[src/rtl/stage4_fast_serializer.sv]
// -----------------------------------------------------------------------------
// stage4_fast_serializer
//
// Purpose:
//   Takes one block of three encoded FAST messages from the stage-3 field
//   encoder. Each message is left-aligned, with its presence map in the top
//   16 bits, and comes with a byte length. The block is streamed out one
//   byte at a time, MSB-first: the valid bytes of message 1, then message 2,
//   then message 3. Only one block is held at a time.
//
// Ports:
//   clk                     system clock, rising edge
//   rst_n                   asynchronous active-low reset (released synchronously upstream)
//   in_valid / in_ready     block handshake; a block is taken when both are high
//   message_fast_1..3       encoded messages, MSB-aligned, MSG_BITS wide
//   message_fast_length_1..3 valid byte count per message, LEN_BITS wide
//   out_data                current output byte
//   out_valid / out_ready   byte handshake toward the transmit stage
//   out_msg_end             marks the final byte of each message
//   out_last                marks the final byte of the block
//   len_err                 one-cycle pulse after accept if any length > MAX_LEN
//   blk_count               number of completed blocks (wraps)
// -----------------------------------------------------------------------------
module stage4_fast_serializer #(
    parameter int MSG_BITS = 344,
    parameter int LEN_BITS = 8,
    parameter int MAX_LEN  = MSG_BITS / 8,
    parameter int CNT_BITS = 16
) (
    input  logic                clk,
    input  logic                rst_n,
    input  logic                in_valid,
    output logic                in_ready,
    input  logic [MSG_BITS-1:0] message_fast_1,
    input  logic [MSG_BITS-1:0] message_fast_2,
    input  logic [MSG_BITS-1:0] message_fast_3,
    input  logic [LEN_BITS-1:0] message_fast_length_1,
    input  logic [LEN_BITS-1:0] message_fast_length_2,
    input  logic [LEN_BITS-1:0] message_fast_length_3,
    output logic [7:0]          out_data,
    output logic                out_valid,
    input  logic                out_ready,
    output logic                out_msg_end,
    output logic                out_last,
    output logic                len_err,
    output logic [CNT_BITS-1:0] blk_count
);

    // Byte counter width: it only has to reach MAX_LEN-1.
    localparam int CW = (MAX_LEN > 1) ? $clog2(MAX_LEN) : 1;
    localparam logic [LEN_BITS-1:0] MAX_LEN_L = LEN_BITS'(MAX_LEN);

    typedef enum logic {
        IDLE = 1'b0,
        SEND = 1'b1
    } state_t;

    // -------------------------------------------------------------------------
    // Input gathering and length saturation
    // -------------------------------------------------------------------------
    logic [MSG_BITS-1:0] msg_in  [3];
    logic [LEN_BITS-1:0] len_in  [3];
    logic [LEN_BITS-1:0] len_sat [3];
    logic [2:0]          len_over;

    assign msg_in[0] = message_fast_1;
    assign msg_in[1] = message_fast_2;
    assign msg_in[2] = message_fast_3;
    assign len_in[0] = message_fast_length_1;
    assign len_in[1] = message_fast_length_2;
    assign len_in[2] = message_fast_length_3;

    genvar gi;
    generate
        for (gi = 0; gi < 3; gi++) begin : g_len
            assign len_over[gi] = (len_in[gi] > MAX_LEN_L);
            assign len_sat[gi]  = len_over[gi] ? MAX_LEN_L : len_in[gi];
        end
    endgenerate

    // -------------------------------------------------------------------------
    // State
    // -------------------------------------------------------------------------
    state_t              state_q, state_d;
    logic [MSG_BITS-1:0] msg_q [3];
    logic [MSG_BITS-1:0] msg_d [3];
    logic [LEN_BITS-1:0] len_q [3];
    logic [LEN_BITS-1:0] len_d [3];
    logic [1:0]          idx_q, idx_d;
    logic [CW-1:0]       cnt_q, cnt_d;
    logic                len_err_q, len_err_d;
    logic [CNT_BITS-1:0] blk_count_q, blk_count_d;

    always_ff @(posedge clk or negedge rst_n) begin
        if (!rst_n) begin
            state_q     <= IDLE;
            idx_q       <= '0;
            cnt_q       <= '0;
            len_err_q   <= 1'b0;
            blk_count_q <= '0;
        end else begin
            state_q     <= state_d;
            idx_q       <= idx_d;
            cnt_q       <= cnt_d;
            len_err_q   <= len_err_d;
            blk_count_q <= blk_count_d;
        end
    end

    generate
        for (gi = 0; gi < 3; gi++) begin : g_cap
            always_ff @(posedge clk or negedge rst_n) begin
                if (!rst_n) begin
                    msg_q[gi] <= '0;
                    len_q[gi] <= '0;
                end else begin
                    msg_q[gi] <= msg_d[gi];
                    len_q[gi] <= len_d[gi];
                end
            end
        end
    endgenerate

    // -------------------------------------------------------------------------
    // Current message selection and byte extraction
    // -------------------------------------------------------------------------
    logic [MSG_BITS-1:0] msg_cur;
    logic [LEN_BITS-1:0] len_cur;
    logic                later_zero;   // no later message in the block carries bytes
    logic [7:0]          byte_arr [MAX_LEN];
    logic [7:0]          cur_byte;
    logic                last_byte;

    always_comb begin
        msg_cur    = msg_q[2];
        len_cur    = len_q[2];
        later_zero = 1'b1;
        case (idx_q)
            2'd0: begin
                msg_cur    = msg_q[0];
                len_cur    = len_q[0];
                later_zero = (len_q[1] == '0) && (len_q[2] == '0);
            end
            2'd1: begin
                msg_cur    = msg_q[1];
                len_cur    = len_q[1];
                later_zero = (len_q[2] == '0);
            end
            default: begin
                msg_cur    = msg_q[2];
                len_cur    = len_q[2];
                later_zero = 1'b1;
            end
        endcase
    end

    // Byte k of the message sits at bits [MSG_BITS-1-8k -: 8].
    generate
        for (gi = 0; gi < MAX_LEN; gi++) begin : g_bytes
            assign byte_arr[gi] = msg_cur[MSG_BITS-1-8*gi -: 8];
        end
    endgenerate

    always_comb begin
        cur_byte = byte_arr[0];
        for (int k = 1; k < MAX_LEN; k++) begin
            if (cnt_q == CW'(k)) begin
                cur_byte = byte_arr[k];
            end
        end
    end

    assign last_byte = (LEN_BITS'(cnt_q) == (len_cur - LEN_BITS'(1)));

    // -------------------------------------------------------------------------
    // Next-state and outputs
    // -------------------------------------------------------------------------
    logic advance;   // current message finished (last byte sent or skipped)

    always_comb begin
        state_d     = state_q;
        msg_d       = msg_q;
        len_d       = len_q;
        idx_d       = idx_q;
        cnt_d       = cnt_q;
        len_err_d   = 1'b0;
        blk_count_d = blk_count_q;
        advance     = 1'b0;
        in_ready    = 1'b0;
        out_valid   = 1'b0;
        out_data    = 8'h00;
        out_msg_end = 1'b0;
        out_last    = 1'b0;

        case (state_q)
            IDLE: begin
                in_ready = 1'b1;
                if (in_valid) begin
                    msg_d     = msg_in;
                    len_d     = len_sat;
                    idx_d     = 2'd0;
                    cnt_d     = '0;
                    len_err_d = |len_over;
                    state_d   = SEND;
                end
            end

            SEND: begin
                if (len_cur == '0) begin
                    // Empty message: spend one bubble cycle and move on.
                    advance = 1'b1;
                end else begin
                    out_valid   = 1'b1;
                    out_data    = cur_byte;
                    out_msg_end = last_byte;
                    out_last    = last_byte && later_zero;
                    if (out_ready) begin
                        if (last_byte) begin
                            advance = 1'b1;
                        end else begin
                            cnt_d = cnt_q + CW'(1);
                        end
                    end
                end

                if (advance) begin
                    cnt_d = '0;
                    if (idx_q == 2'd2) begin
                        idx_d       = 2'd0;
                        state_d     = IDLE;
                        blk_count_d = blk_count_q + CNT_BITS'(1);
                    end else begin
                        idx_d = idx_q + 2'd1;
                    end
                end
            end

            default: begin
                state_d = IDLE;
            end
        endcase
    end

    assign len_err   = len_err_q;
    assign blk_count = blk_count_q;

endmodule

[config.mk]
export PLATFORM = sky130hd
export DESIGN_NAME = stage4_fast_serializer
export DESIGN_NICKNAME = d
export VERILOG_FILES = /design/src/rtl/stage4_fast_serializer.sv
export SDC_FILE = /design/constraint.sdc
export NUM_CORES = 2
export LEC_CHECK = 0
export ABC_AREA = 0
export ABC_CLOCK_PERIOD_IN_PS = 6700
export CORE_AREA = 2 2 420 422
export CTS_BUF_LIST = sky130_fd_sc_hd__clkbuf_8
export CTS_CLUSTER_DIAMETER = 150
export DETAILED_ROUTE_END_ITERATION = 10
export DIE_AREA = 0 0 422 424
export GPL_TIMING_DRIVEN = 0
export PLACE_DENSITY = 0.54
export SLEW_MARGIN = 10
export SYNTH_ARGS = -nofsm -noshare
export SYNTH_HDL_FRONTEND = slang
export SYNTH_SLANG_ARGS = --single-unit
[constraint.sdc]
create_clock -name clk -period 6.7 [get_ports clk]
set_input_delay 1.34 -clock clk [delete_from_list [all_inputs] [get_ports clk]]
set_output_delay 1.34 -clock clk [all_outputs]
set_load 0.02 [all_outputs]
==> Yosys cells after proc, flatten, opt, wreduce, memory -nomap -nowiden <==
Index checks and enable logic that the tools add are counted.
{ "word_totals": {"reg_bits": 1082, "latch_bits": 0, "mem_bits_rw": 0, "romBits": 0, "input_bits": 1060, "output_inout_bits": 29, "wordCells": 157, "memories": 0} }
{ "op_classes": {"add_sub_neg": 4, "mul": 0, "div_mod_pow": 0, "magnitude_cmp": 3, "eq_ne": 50, "n_shift": 0, "mux": 77, "bitwise": 1, "n_reduce_logical": 11} }
{ "op_table": {"columns": ["operator", "count"], "rows": [
  ["344-bit one-hot mux with 2 select lines", 1],
  ["8-bit two-way mux", 47],
  ["6-bit by 5-bit == test with 1-bit output (second input constant)", 16],
  ["6-bit == test (second input constant)", 11],
  ["6-bit by 4-bit == test with 1-bit output (second input constant)", 8],
  ["6-bit two-way mux", 5],
  ["6-bit by 3-bit == test with 1-bit output (second input constant)", 4],
  ["8-bit by 6-bit > comparator with 1-bit output (second input constant)", 3],
  ["8-bit logical NOT", 3],
  ["16-bit by 1-bit adder with 16-bit output (second input constant)", 1],
  ["1-bit two-way mux", 16],
  ["8-bit one-hot mux with 2 select lines", 1],
  ["6-bit by 2-bit == test with 1-bit output (second input constant)", 2],
  ["6-bit one-hot mux with 2 select lines", 1],
  ["3-bit by 2-bit != test with 1-bit output (second input constant)", 3],
  ["6-bit by 8-bit == test with 1-bit output", 1],
  ["8-bit by 1-bit subtractor with 8-bit output (second input constant)", 1],
  ["6-bit by 1-bit adder with 6-bit output (second input constant)", 1],
  ["6-bit by 1-bit == test with 1-bit output (second input constant)", 1],
  ["2-bit two-way mux", 3],
  ["1-bit one-hot mux with 2 select lines", 2],
  ["2-bit one-hot mux with 2 select lines", 1],
  ["2-bit AND reduction", 2],
  ["4-bit AND reduction", 1],
  ["10 further kinds", 11]
]} }

==> Depth between registers and ports, before layout <==
{ "depth": {"word_depth": 46, "ltp_mapped": 16, "mapped_depth_nobuf": 14} }

==> Worst setup path before layout <==
Ideal clock, no wire load.
{ "synth_timing": {"path_kind": "register -> output", "start": "register idx_q[1]", "end": "output port out_data[7]", "t_arrival_ns": 3.142, "required_ns": 5.360, "path_slack_ns": 2.218, "stages_incl_launch_ff": 12, "path_buffers": 6, "path_cell_list": "dfrtp_1 > buf_2 > inv_2 > buf_1 > clkbuf_1 > clkbuf_1 > clkbuf_1 > buf_1 > o21ai_0 > a311oi_1 > a21oi_1 > a211oi_1"} }
{ "synth_via": {"elab_chain_len": 46, "elab_cells_between_ends": 49, "classes_between": "eq/ne (1); mux (46); reduce/logical (2)"} }
{ "synth_rtl": {"columns": ["element", "line_no", "rtl"], "rows": [
  ["start: declaration", "89", "logic [1:0] idx_q, idx_d;"],
  ["start signal: assignment", "103", "idx_q <= idx_d;"],
  ["2-bit by 1-bit == test with 1-bit output / 2-bit logical NOT (equally long branches)", "138", "case (idx_q)"],
  ["344-bit one-hot mux with 2 select lines", "138", null],
  ["8-bit two-way mux (42 in a row)", "167", "if (cnt_q == CW'(k)) begin"],
  ["8-bit two-way mux (*)", "209", "if (len_cur == '0) begin"],
  ["8-bit two-way mux (*)", "195", "case (state_q)"],
  ["end: declaration", "40", "output logic [7:0] out_data,"]
]} }
Mark *: on every way between the ends. The rest lies on a longest branch, timed or not.

==> Final worst setup path <==
{ "layout_timing": {"start": "register idx_q[0]", "end": "output port out_data[0]"} }
The elaborated chain is that of the path after synthesis.

==> impl_summary.log <==
INFO  metric outcome = finished with violations
INFO  metric violations = negative setup slack
INFO  metric antenna_violating_nets_post_route = 0
INFO  metric floorplan.core_area = 175000 µm²
INFO  metric critical_path.startpoint_type = flop
INFO  metric timing_hold_violations_final = 0
INFO  metric number_of_antenna_violations_at_the_first_check_in_global_routing = 62
INFO  metric drcViolationCount = 0
INFO  metric router_iterations_before_antenna_repair = 6
INFO  metric die_x = 422 µm
INFO  metric drt-wirelength-per-cell = 33.3 µm
INFO  metric synthesis.instances = 6383
INFO  metric number_of_nets_in_the_layout = 8761
INFO  metric critPathMaxFanout = 10
INFO  metric r2r_setup_slack = 2.31 ns
INFO  metric min_period = 6.79 ns
INFO  metric min_period_over_period = 1.01
INFO  metric clock_tree.root_cell = sky130_fd_sc_hd__clkbuf_8
INFO  metric clock_sinks = 1082
INFO  metric port_buffers = 1088
INFO  metric final.setup.worst_slack = -0.0881 ns
INFO  metric worst_pin_slew = 1.38 ns
INFO  metric tritoncts = done
INFO  metric number_of_h_tree_levels = 4
INFO  metric final_util = 0.409
INFO  metric finalPower = 34.6 mW
INFO  metric global_route.overflow_total = 0
INFO  metric detail_route.wirelength = 341000 µm
INFO  metric worstPathArrival = 5.45 ns
INFO  metric final_area = 71600 µm²
INFO  metric first_global_vias = 53300
INFO  metric async_reset_ff_frac = 1.00
INFO  metric rows = 154
INFO  metric ctsHoldBuffers = 0
INFO  metric layout-drive-gt1-share = 0.0773
INFO  metric cts_inserted_buffers = 198
INFO  metric rsz0062_at_grt = yes
INFO  metric netlist-cell-type-count = 72
INFO  metric weighted_congestion_at_the_end_of_routability_driven_global_placement = 1.01
INFO  metric initial_utilization = 0.295
INFO  metric critical_path_cell_by_cell = buf_6 -> buf_12 -> buf_12 -> buf_12 -> buf_8 -> buf_12 -> mux2i_1 -> nor2_1 -> a21oi_1 -> o21ai_1 -> a2111oi_4 -> o21ai_0 -> o211ai_1 -> a21oi_2 -> dlygate4sd2_1
INFO  metric clock_latency = 0.96 ns
INFO  metric maximum_single_stage_delay_on_the_critical_path = 0.62 ns
INFO  metric synthesis_stage_register_bit_count = 1082
INFO  metric synth_edf_count = 0
INFO  metric worst_slew_margin_rel = 0.0780
INFO  metric drt_first_iter_violations = 6961
INFO  metric worst-r2r-cell-count = 7
INFO  metric classification_of_the_worst_setup_path = reg -> out
INFO  metric cap_viol_max_count = 0
INFO  metric timing.final.setup_violations = 6
INFO  metric worstReg2RegStart = state_q
INFO  metric clk_pin_slew = 0.06 ns
INFO  metric holdCritPathClass = in -> async
INFO  metric num_io_pins = 1089
INFO  metric place_worst_setup_slack = -2.68 ns
INFO  metric timing_max_transition_violations_final = 0
INFO  metric syn-mean-instance-area = 8.09 µm²
INFO  metric die_area = 179000 µm²
INFO  metric crit-reg2reg-capture = msg_q[506]
INFO  metric crit_path_end_kind = output port
INFO  metric gr-usage-all-layers = 0.371
INFO  metric syn-cell-area = 51700 µm²
INFO  metric area_delta_synth_final = 38.6%
INFO  metric cts.path.max_buffers = 3
INFO  metric vias = 54300
INFO  metric critical-path-top-cell-by-count = sky130_fd_sc_hd__buf_12
INFO  metric synth-warning-count = 0
INFO  metric max_freq = 0.147 GHz
INFO  metric power.ir.vdd_worst = 306 µV
INFO  metric worst_clock_skew = 0.0448 ns
INFO  metric critical_path_required = 5.36 ns
INFO  metric grt_max_degree = 157
INFO  metric dieHeight = 424 µm
INFO  metric placed_area = 65800 µm²
INFO  metric global_route_wire_length_before_repair = 451000 µm
INFO  metric synth_flop_cell = sky130_fd_sc_hd__dfrtp_1
INFO  metric power.static_leakage = 34.9 nW
INFO  metric cp_slowest_cell = sky130_fd_sc_hd__a2111oi_4
INFO  metric synth_sequential_area_ratio = 0.524
INFO  metric postSynthNetCount = 7449
INFO  metric dp_hpwl = 264000 µm
INFO  metric power.density_cell_area = 483 nW/µm²
INFO  metric average_via_count_per_standard_cell = 5.31
-- kinds of logic (layout without fill, tap and decap cells) --
family | count (synthesis) | in the layout | share of synthesized area
mux | 369 | 369 | 0.0738
fa+ha+maj | 6 | 6 | 0.00145
simple gates | 3789 | 3789 | 0.284
other cells | 0 | 33 | 0
flops | 1082 | 1082 | 0.524
buf+inv | 415 | 1883 | 0.0318
compound gates | 699 | 699 | 0.0813
xor+xnor | 23 | 23 | 0.00390
-- stage by stage --
| stage | cells | hold WS (ns) | setup TNS, ns |
|---|---|---|---|
| 6_report | 10200 | 0.235 | -0.366 |
| 5_1_grt | 10200 | 0.229 | -0.0140 |
| 4_1_cts | 10200 | 0.196 | -0.0405 |
| 3_5_place_dp | 9822 | 0.457 | -20.26 |
| 3_3_place_gp | 9811 | 0.453 | - |
| 2_1_floorplan | 6383 | 0.437 | 0 |
-- timing repair --
action                                  4_1_cts  5_1_grt
gates cloned                                  0        0
gates resized for setup                     463       46
hold endpoints to repair                      0        0
pin swaps                                    15       10
endpoints found under the setup margin       11       11
setup buffers                                15        6
-- report_power, final --
| group | switching (mW) | leakage, nW | internal (mW) |
|---|---|---|---|
| combinational | 11.1 | 18.9 | 5.09 |
| clock | 3.21 | 2.34 | 3.45 |
| sequential | 1.99 | 13.6 | 9.76 |
| total | 16.3 | 34.9 | 18.3 |
-- state kept, by name (all words and copies together) (netlist names) --
| register | flops |
|---|---|
| msg_q | 1032 |
| blk_count | 16 |
| len_q | 24 |
| state_q | 1 |
| len_err | 1 |
| idx_q | 2 |
| cnt_q | 6 |
-- worst max-delay path by stage --
| stage | start | end | cells after the start |
|---|---|---|---|
| finish | idx_q[0] | out_data[0] | 15 |
| global route | cnt_q[2] | out_data[5] | 13 |
| CTS | idx_q[0] | out_data[6] | 17 |
| detailed placement | idx_q[0] | out_data[6] | 15 |
| global placement | rst_n | msg_q[780] | 1 |
| floorplan | idx_q[1] | out_data[7] | 11 |
-- layout make-up --
| type | count | area [µm²] |
|---|---|---|
| Timing Repair Buffer | 1120 | 11400 |
| Inverter | 13 | 55.1 |
| Antenna cell | 33 | 82.6 |
| Fill cell | 18200 | 103000 |
| Clock inverter | 119 | 751 |
| Sequential cell | 1082 | 27100 |
| Buffer | 394 | 2520 |
| Clock buffer | 237 | 3260 |
| Tap cell | 2340 | 2930 |
| Multi-Input combinational cell | 4886 | 23600 |
-- placed cells by master, fill, tap and decap left out, types with 40 or more instances in the layout --
| master | instances |
|---|---|
| sky130_fd_sc_hd__clkbuf_1 | 252 |
| sky130_fd_sc_hd__o21ai_0 | 239 |
| sky130_fd_sc_hd__inv_1 | 82 |
| sky130_fd_sc_hd__nand2_1 | 3391 |
| sky130_fd_sc_hd__buf_4 | 40 |
| sky130_fd_sc_hd__mux2i_1 | 318 |
| sky130_fd_sc_hd__a21oi_1 | 191 |
| sky130_fd_sc_hd__clkbuf_8 | 257 |
| sky130_fd_sc_hd__nor2_1 | 174 |
| sky130_fd_sc_hd__clkdlybuf4s50_1 | 1079 |
| sky130_fd_sc_hd__nand3_1 | 74 |
| sky130_fd_sc_hd__o211ai_1 | 47 |
| sky130_fd_sc_hd__dfrtp_1 | 1081 |
-- cells in the mapped netlist (all sizes together), types with 16 or more instances --
cell type | n | area (µm²)
dfrtp | 1082 | 27100
nor3 | 27 | 145
o22ai | 16 | 100
and3 | 17 | 106
xor2 | 18 | 158
nor4 | 16 | 100
mux2i | 339 | 3390
clkbuf | 325 | 1220
nor2 | 191 | 717
a21oi | 198 | 991
o211ai | 47 | 353
nand2 | 3393 | 12700
buf | 77 | 372
nand3 | 81 | 405
mux2 | 23 | 263
a22oi | 20 | 150
o21ai | 265 | 1330
a211oi | 40 | 305
o2111ai | 16 | 158
-- layer usage --
layer / track usage / routed length (µm) / vias to the layer above
met5: 0 / 113 / -
met4: 0.258 / 27700 / 18
met3: 0.0783 / 27900 / 764
met2: 0.556 / 149000 / 3061
met1: 0.477 / 137000 / 27100
li1: - / - / 23300
-- worst max-delay path: cells and delay by family, from the launching register on --
family	cells	cell delay [ns]
DFF	1	0.34
and+or+nand+nor	1	0.07
muxes	1	0.33
buffers and inverters	7	1.93
AOI/OAI and AO/OA	6	1.73
(Power assumes the default switching activity.)
